## config.mk

```make
export PLATFORM = sky130hd
export DESIGN_NAME = gate_bist_ctrl
export DESIGN_NICKNAME = d
export VERILOG_FILES = /design/src/rtl/gate_bist_pkg.sv /design/src/rtl/gate_bist_cmp.sv /design/src/rtl/gate_bist_ctrl.sv
export SDC_FILE = /design/constraint.sdc
export NUM_CORES = 1
export LEC_CHECK = 0
export CORE_MARGIN = 2
export CORE_UTILIZATION = 45
export DETAILED_ROUTE_END_ITERATION = 10
export PLACE_DENSITY = 0.72
export SLEW_MARGIN = 20
export SYNTH_ARGS = -nofsm -noshare
export SYNTH_HDL_FRONTEND = slang
export SYNTH_SLANG_ARGS = --single-unit
```

## constraint.sdc

```tcl
create_clock -name clk -period 5 [get_ports clk]
set_clock_uncertainty 0.1 [all_clocks]
set_input_delay 0.75 -clock clk [delete_from_list [all_inputs] [get_ports clk]]
set_output_delay 0.75 -clock clk [all_outputs]
set_load 0.02 [all_outputs]
```

## src/rtl/gate_bist_pkg.sv

```systemverilog
// Shared types and golden model for the gate_bist BIST sequencer.
package gate_bist_pkg;

    localparam int GATE_W = 7;

    localparam int AND_IDX  = 0;
    localparam int OR_IDX   = 1;
    localparam int NOT_IDX  = 2;
    localparam int NAND_IDX = 3;
    localparam int NOR_IDX  = 4;
    localparam int XOR_IDX  = 5;
    localparam int XNOR_IDX = 6;

    typedef enum logic [1:0] {
        ST_IDLE  = 2'd0,
        ST_APPLY = 2'd1,
        ST_CHECK = 2'd2,
        ST_DONE  = 2'd3
    } state_t;

    function automatic logic [GATE_W-1:0] golden(input logic a, input logic b);
        logic [GATE_W-1:0] g;
        g           = '0;
        g[AND_IDX]  = a & b;
        g[OR_IDX]   = a | b;
        g[NOT_IDX]  = ~a;
        g[NAND_IDX] = ~(a & b);
        g[NOR_IDX]  = ~(a | b);
        g[XOR_IDX]  = a ^ b;
        g[XNOR_IDX] = ~(a ^ b);
        return g;
    endfunction

endpackage

```

## src/rtl/gate_bist_cmp.sv

```systemverilog
// Combinational golden-vs-sampled comparator for the gate unit outputs.
module gate_bist_cmp
    import gate_bist_pkg::*;
(
    input  logic              a,
    input  logic              b,
    input  logic [GATE_W-1:0] gate_out,
    output logic              mismatch,
    output logic [GATE_W-1:0] mask
);

    logic [GATE_W-1:0] expected;

    assign expected = golden(a, b);
    assign mask     = expected ^ gate_out;
    // Case inequality so an X/Z on any gate output is reported as a failure.
    assign mismatch = (gate_out !== expected);

endmodule

```

## src/rtl/gate_bist_ctrl.sv

```systemverilog
// BIST sequencer for the two-input gate unit: sweeps {a,b}, checks, counts errors.
// Define GATE_BIST_ERRLOG_EN to add the first-failure log (fail_vec/fail_mask/fail_valid).
module gate_bist_ctrl
    import gate_bist_pkg::*;
#(
    parameter int SETTLE_CYCLES = 1,
    parameter int PASSES        = 1
) (
    input  logic              clk,
    input  logic              rst_n,
    input  logic              start,
    output logic              a,
    output logic              b,
    input  logic [GATE_W-1:0] gate_out,
    output logic              busy,
    output logic              done,
    output logic              pass,
`ifdef GATE_BIST_ERRLOG_EN
    output logic [1:0]        fail_vec,
    output logic [GATE_W-1:0] fail_mask,
    output logic              fail_valid,
`endif
    output logic [7:0]        err_cnt
);

    localparam int SW = (SETTLE_CYCLES > 1) ? $clog2(SETTLE_CYCLES) : 1;
    localparam int PW = (PASSES > 1) ? $clog2(PASSES) : 1;

    state_t            state;
    logic [1:0]        vec_idx;
    logic [PW-1:0]     pass_idx;
    logic [SW-1:0]     settle_cnt;
    logic              mismatch;
    logic [GATE_W-1:0] cmp_mask;
    logic              last_settle;
    logic              last_pass;

    gate_bist_cmp u_cmp (
        .a        (a),
        .b        (b),
        .gate_out (gate_out),
        .mismatch (mismatch),
        .mask     (cmp_mask)
    );

`ifndef GATE_BIST_ERRLOG_EN
    logic unused_mask;
    assign unused_mask = ^cmp_mask;
`endif

    assign last_settle = (settle_cnt == SW'(SETTLE_CYCLES - 1));
    assign last_pass   = (pass_idx == PW'(PASSES - 1));

    // NOTE: all state and outputs update with non-blocking assignments so every
    // branch reads the pre-edge values; blocking here would create order races.
    always_ff @(posedge clk or negedge rst_n) begin
        if (!rst_n) begin
            state      <= ST_IDLE;
            vec_idx    <= '0;
            pass_idx   <= '0;
            settle_cnt <= '0;
            a          <= 1'b0;
            b          <= 1'b0;
            busy       <= 1'b0;
            done       <= 1'b0;
            pass       <= 1'b0;
            err_cnt    <= '0;
`ifdef GATE_BIST_ERRLOG_EN
            fail_vec   <= '0;
            fail_mask  <= '0;
            fail_valid <= 1'b0;
`endif
        end else begin
            case (state)
                ST_IDLE: begin
                    a    <= 1'b0;
                    b    <= 1'b0;
                    done <= 1'b0;
                    busy <= 1'b0;
                    if (start) begin
                        state      <= ST_APPLY;
                        busy       <= 1'b1;
                        vec_idx    <= '0;
                        pass_idx   <= '0;
                        settle_cnt <= '0;
                        err_cnt    <= '0;
                        pass       <= 1'b0;
`ifdef GATE_BIST_ERRLOG_EN
                        fail_vec   <= '0;
                        fail_mask  <= '0;
                        fail_valid <= 1'b0;
`endif
                    end
                end

                ST_APPLY: begin
                    if (last_settle) begin
                        state <= ST_CHECK;
                    end else begin
                        settle_cnt <= settle_cnt + SW'(1);
                    end
                end

                ST_CHECK: begin
                    if (mismatch) begin
                        if (err_cnt != 8'hff) begin
                            err_cnt <= err_cnt + 8'd1;
                        end
`ifdef GATE_BIST_ERRLOG_EN
                        if (!fail_valid) begin
                            fail_vec   <= {a, b};
                            fail_mask  <= cmp_mask;
                            fail_valid <= 1'b1;
                        end
`endif
                    end
                    settle_cnt <= '0;
                    if (vec_idx == 2'd3 && last_pass) begin
                        state <= ST_DONE;
                        done  <= 1'b1;
                        // Fold in this final check so pass is valid in the done cycle.
                        pass  <= (err_cnt == 8'd0) && !mismatch;
                    end else if (vec_idx == 2'd3) begin
                        state    <= ST_APPLY;
                        pass_idx <= pass_idx + PW'(1);
                        vec_idx  <= '0;
                        {a, b}   <= 2'b00;
                    end else begin
                        state   <= ST_APPLY;
                        vec_idx <= vec_idx + 2'd1;
                        {a, b}  <= vec_idx + 2'd1;
                    end
                end

                ST_DONE: begin
                    done  <= 1'b0;
                    busy  <= 1'b0;
                    state <= ST_IDLE;
                end

                default: state <= ST_IDLE;
            endcase
        end
    end

endmodule

```

==> results.toml <==
[pwr]
vdd_drop_max_mv = 0.299
p_seq_frac = 0.334
p_leak_nw = 0.614
power.net_switching_mw = 0.296
p_int_mw = 0.376
pwr-share-clk = 0.135
netSwitchingFraction = 0.440
combPwrFrac = 0.531
p_per_area_nw_per_um2 = 485

[global_routing]
grt_pass1_wl_um = 4060
grt_pass1_vias = 941
grtUsageTotal = 0.190
antenna_found_initial = 0
gr-total-overflow = 0
grt_max_degree = 19

[flow_run]
maxCapViolCount = 0

[yosys]
synthDistinctLibCells = 32
synth_ff_type = "dfrtp_1"
synth_edf_count = 0
synth_warnings = 0
synthArstFlopShare = 1.00
syn-num-nets = 145
ys_seq_area_frac = 0.400
synth_cells = 126
ys_ff_latch = 18
netlist_area_um2 = 1130
syn_avg_cell_area_um2 = 8.94

[clock_tree]
cts_setup_buffers = 0
holdBufCountCts = 0
htree_num_levels = 1
ctsResizeCount = 0
cts_tree = "built"
cts_buffers = 3
cts.reportedPaths.clkPinSlew_ns = 0.11
clk_path_buf_depth = 2
clkSinkCount = 18
root_buffer = "clkbuf_4"
clk_latency_ns = 0.29

[setup_path]
critical_path_class = "input pin to flop"
cp_max_fo = 9
start_kind = "input pin"
crit_path_start = "gate_out[1]"
rr_startpoint = "state[0]"
worstPathArrival_ns = 2.44
reg2reg_slack_ns = 2.70
cp-end-kind = "flop"
r2r_cells = 5
worstPathRequired_ns = 5.09
timing.critical_path.to = "pass"
rr_endpoint = "pass"

[place]
port-buffer-count = 22
place_congestion = 0.833
hpwl_um = 1820
placed_area_um2 = 1350

[sta]
hold_viol_final = 0
slew_viol_final = 0
fin_crit_sh = 0.470
worst_slew_pin_slew_ns = 0.832
rsz0062_at_grt = "false"
slew_headroom = 0.444
fmax_mhz = 425
fin_crit_ns = 2.35
tns_ns = 0
setup_viol = 0

[detailed_routing]
vias_per_cell = 5.63
drt_wl_total_um = 2460
vias = 996
firstDrtPassIters = 4
drc = 0
ant_nets = 0
detail_route.iter0.violations = 13
wl_per_cell_um = 13.9

[hold_path]
worstHoldPathType = "flop to flop"

[final_layout]
area_growth_pct = 23.1
drive_above_1_share = 0.0340
nFillCells = 220
n_antenna_cell = 0
final_common_cell = "clkdlybuf4s50_1"
final_cell_mix = "22 x clkdlybuf4s50_1, 18 x dfrtp_1, 15 x nand2_1"
postLayoutCellArea_um2 = 1390
nets = 167

[floorplanning]
start_util = 0.463
ios = 23
die-area_um2 = 2920
die_w_um = 54.0
std_cell_rows = 18
core-area_um2 = 2430
dieHeight_um = 54.0

[run_status]
status = "completed"
-- per-layer routing --
metal | vias to the layer above | global-route usage | wire length [um]
met2 | 27 | 0.325 | 1170
li1 | 492 | - | -
met1 | 475 | 0.246 | 1120
met3 | 2 | 0.0361 | 143
met4 | 0 | 0.0500 | 17
met5 | - | 0 | 0
-- worst max-delay path, cell delays in order --
cell and delay (ns):
clkdlybuf4s50_1 0.47, or3b_1 0.35, a221o_1 0.47, o41ai_1 0.40
-- kinds of logic after synthesis --
family	after synthesis	share of synthesized area
AOI/OAI and AO/OA	34	0.186
DFF	18	0.400
xor gates and xnor gates	1	0.00778
muxes	4	0.0356
buffers and inverters	14	0.0600
and+or+nand+nor	46	0.211
adders and majority gates	9	0.100
-- worst min-delay path by stage --
stage / startpoint / to / slack (ns) / depth (start not counted)
floorplan: rst_n / a / 0.35 / 0
global placement: pass_idx / pass_idx / 0.37 / 1
detailed placement: busy / busy / 0.38 / 2
CTS: busy / busy / 0.40 / 2
global route: pass_idx / pass_idx / 0.43 / 1
finish: busy / busy / 0.40 / 2
-- flip-flops by register name (all words and copies together), names as in the netlist --
signal	count
b	1
err_cnt	8
vec_idx	2
pass_idx	1
done	1
state	2
a	1
pass	1
busy	1
-- final cells by class --
cell class	count	area, um^2	area share
clock buffers	4	36.3	0.0262
inverters	9	33.8	0.0244
multi-input cells	94	608	0.439
flip-flops and latches	18	450	0.325
well taps	30	37.5	0.0271
repair buffers	22	220	0.159
-- power by group through the flow --
stage / clock (mW) / combinational, mW / sequential [mW]
6_report: 0.0905 / 0.357 / 0.225
2_1_floorplan: 0 / 0.237 / 0.247
5_1_grt: 0.0984 / 0.409 / 0.231
3_5_place_dp: 0 / 0.361 / 0.228
4_1_cts: 0.0926 / 0.362 / 0.225
3_3_place_gp: 0 / 0.344 / 0.227
-- synthesized netlist by cell type, types with 2 or more instances --
master	instances	area share
dfrtp_1	18	0.40
nand3b_1	2	0.013
nand3_1	3	0.013
a21oi_1	3	0.013
nand4_1	2	0.011
nand2b_1	3	0.017
buf_6	2	0.020
a31oi_1	13	0.072
o21ai_0	10	0.044
nor2_1	9	0.030
mux2i_1	4	0.036
nor3_1	2	0.0089
a22oi_1	2	0.013
inv_1	9	0.030
ha_1	9	0.10
nor2b_1	2	0.011
clkbuf_1	3	0.010
and3_1	2	0.011
nand2_1	15	0.050
-- per-stage QoR --
stage	utilization	total power, mW	hold WS (ns)	instances	setup slack, ns
CTS	0.570	0.680	0.404	177	2.63
global route	0.570	0.739	0.428	177	2.48
floorplan	-	0.484	0.354	126	2.83
finish	0.570	0.673	0.398	177	2.65
detailed placement	0.555	0.589	0.378	173	2.35
global placement	0.555	0.571	0.370	173	2.42
Power figures use the tool's default switching activity.
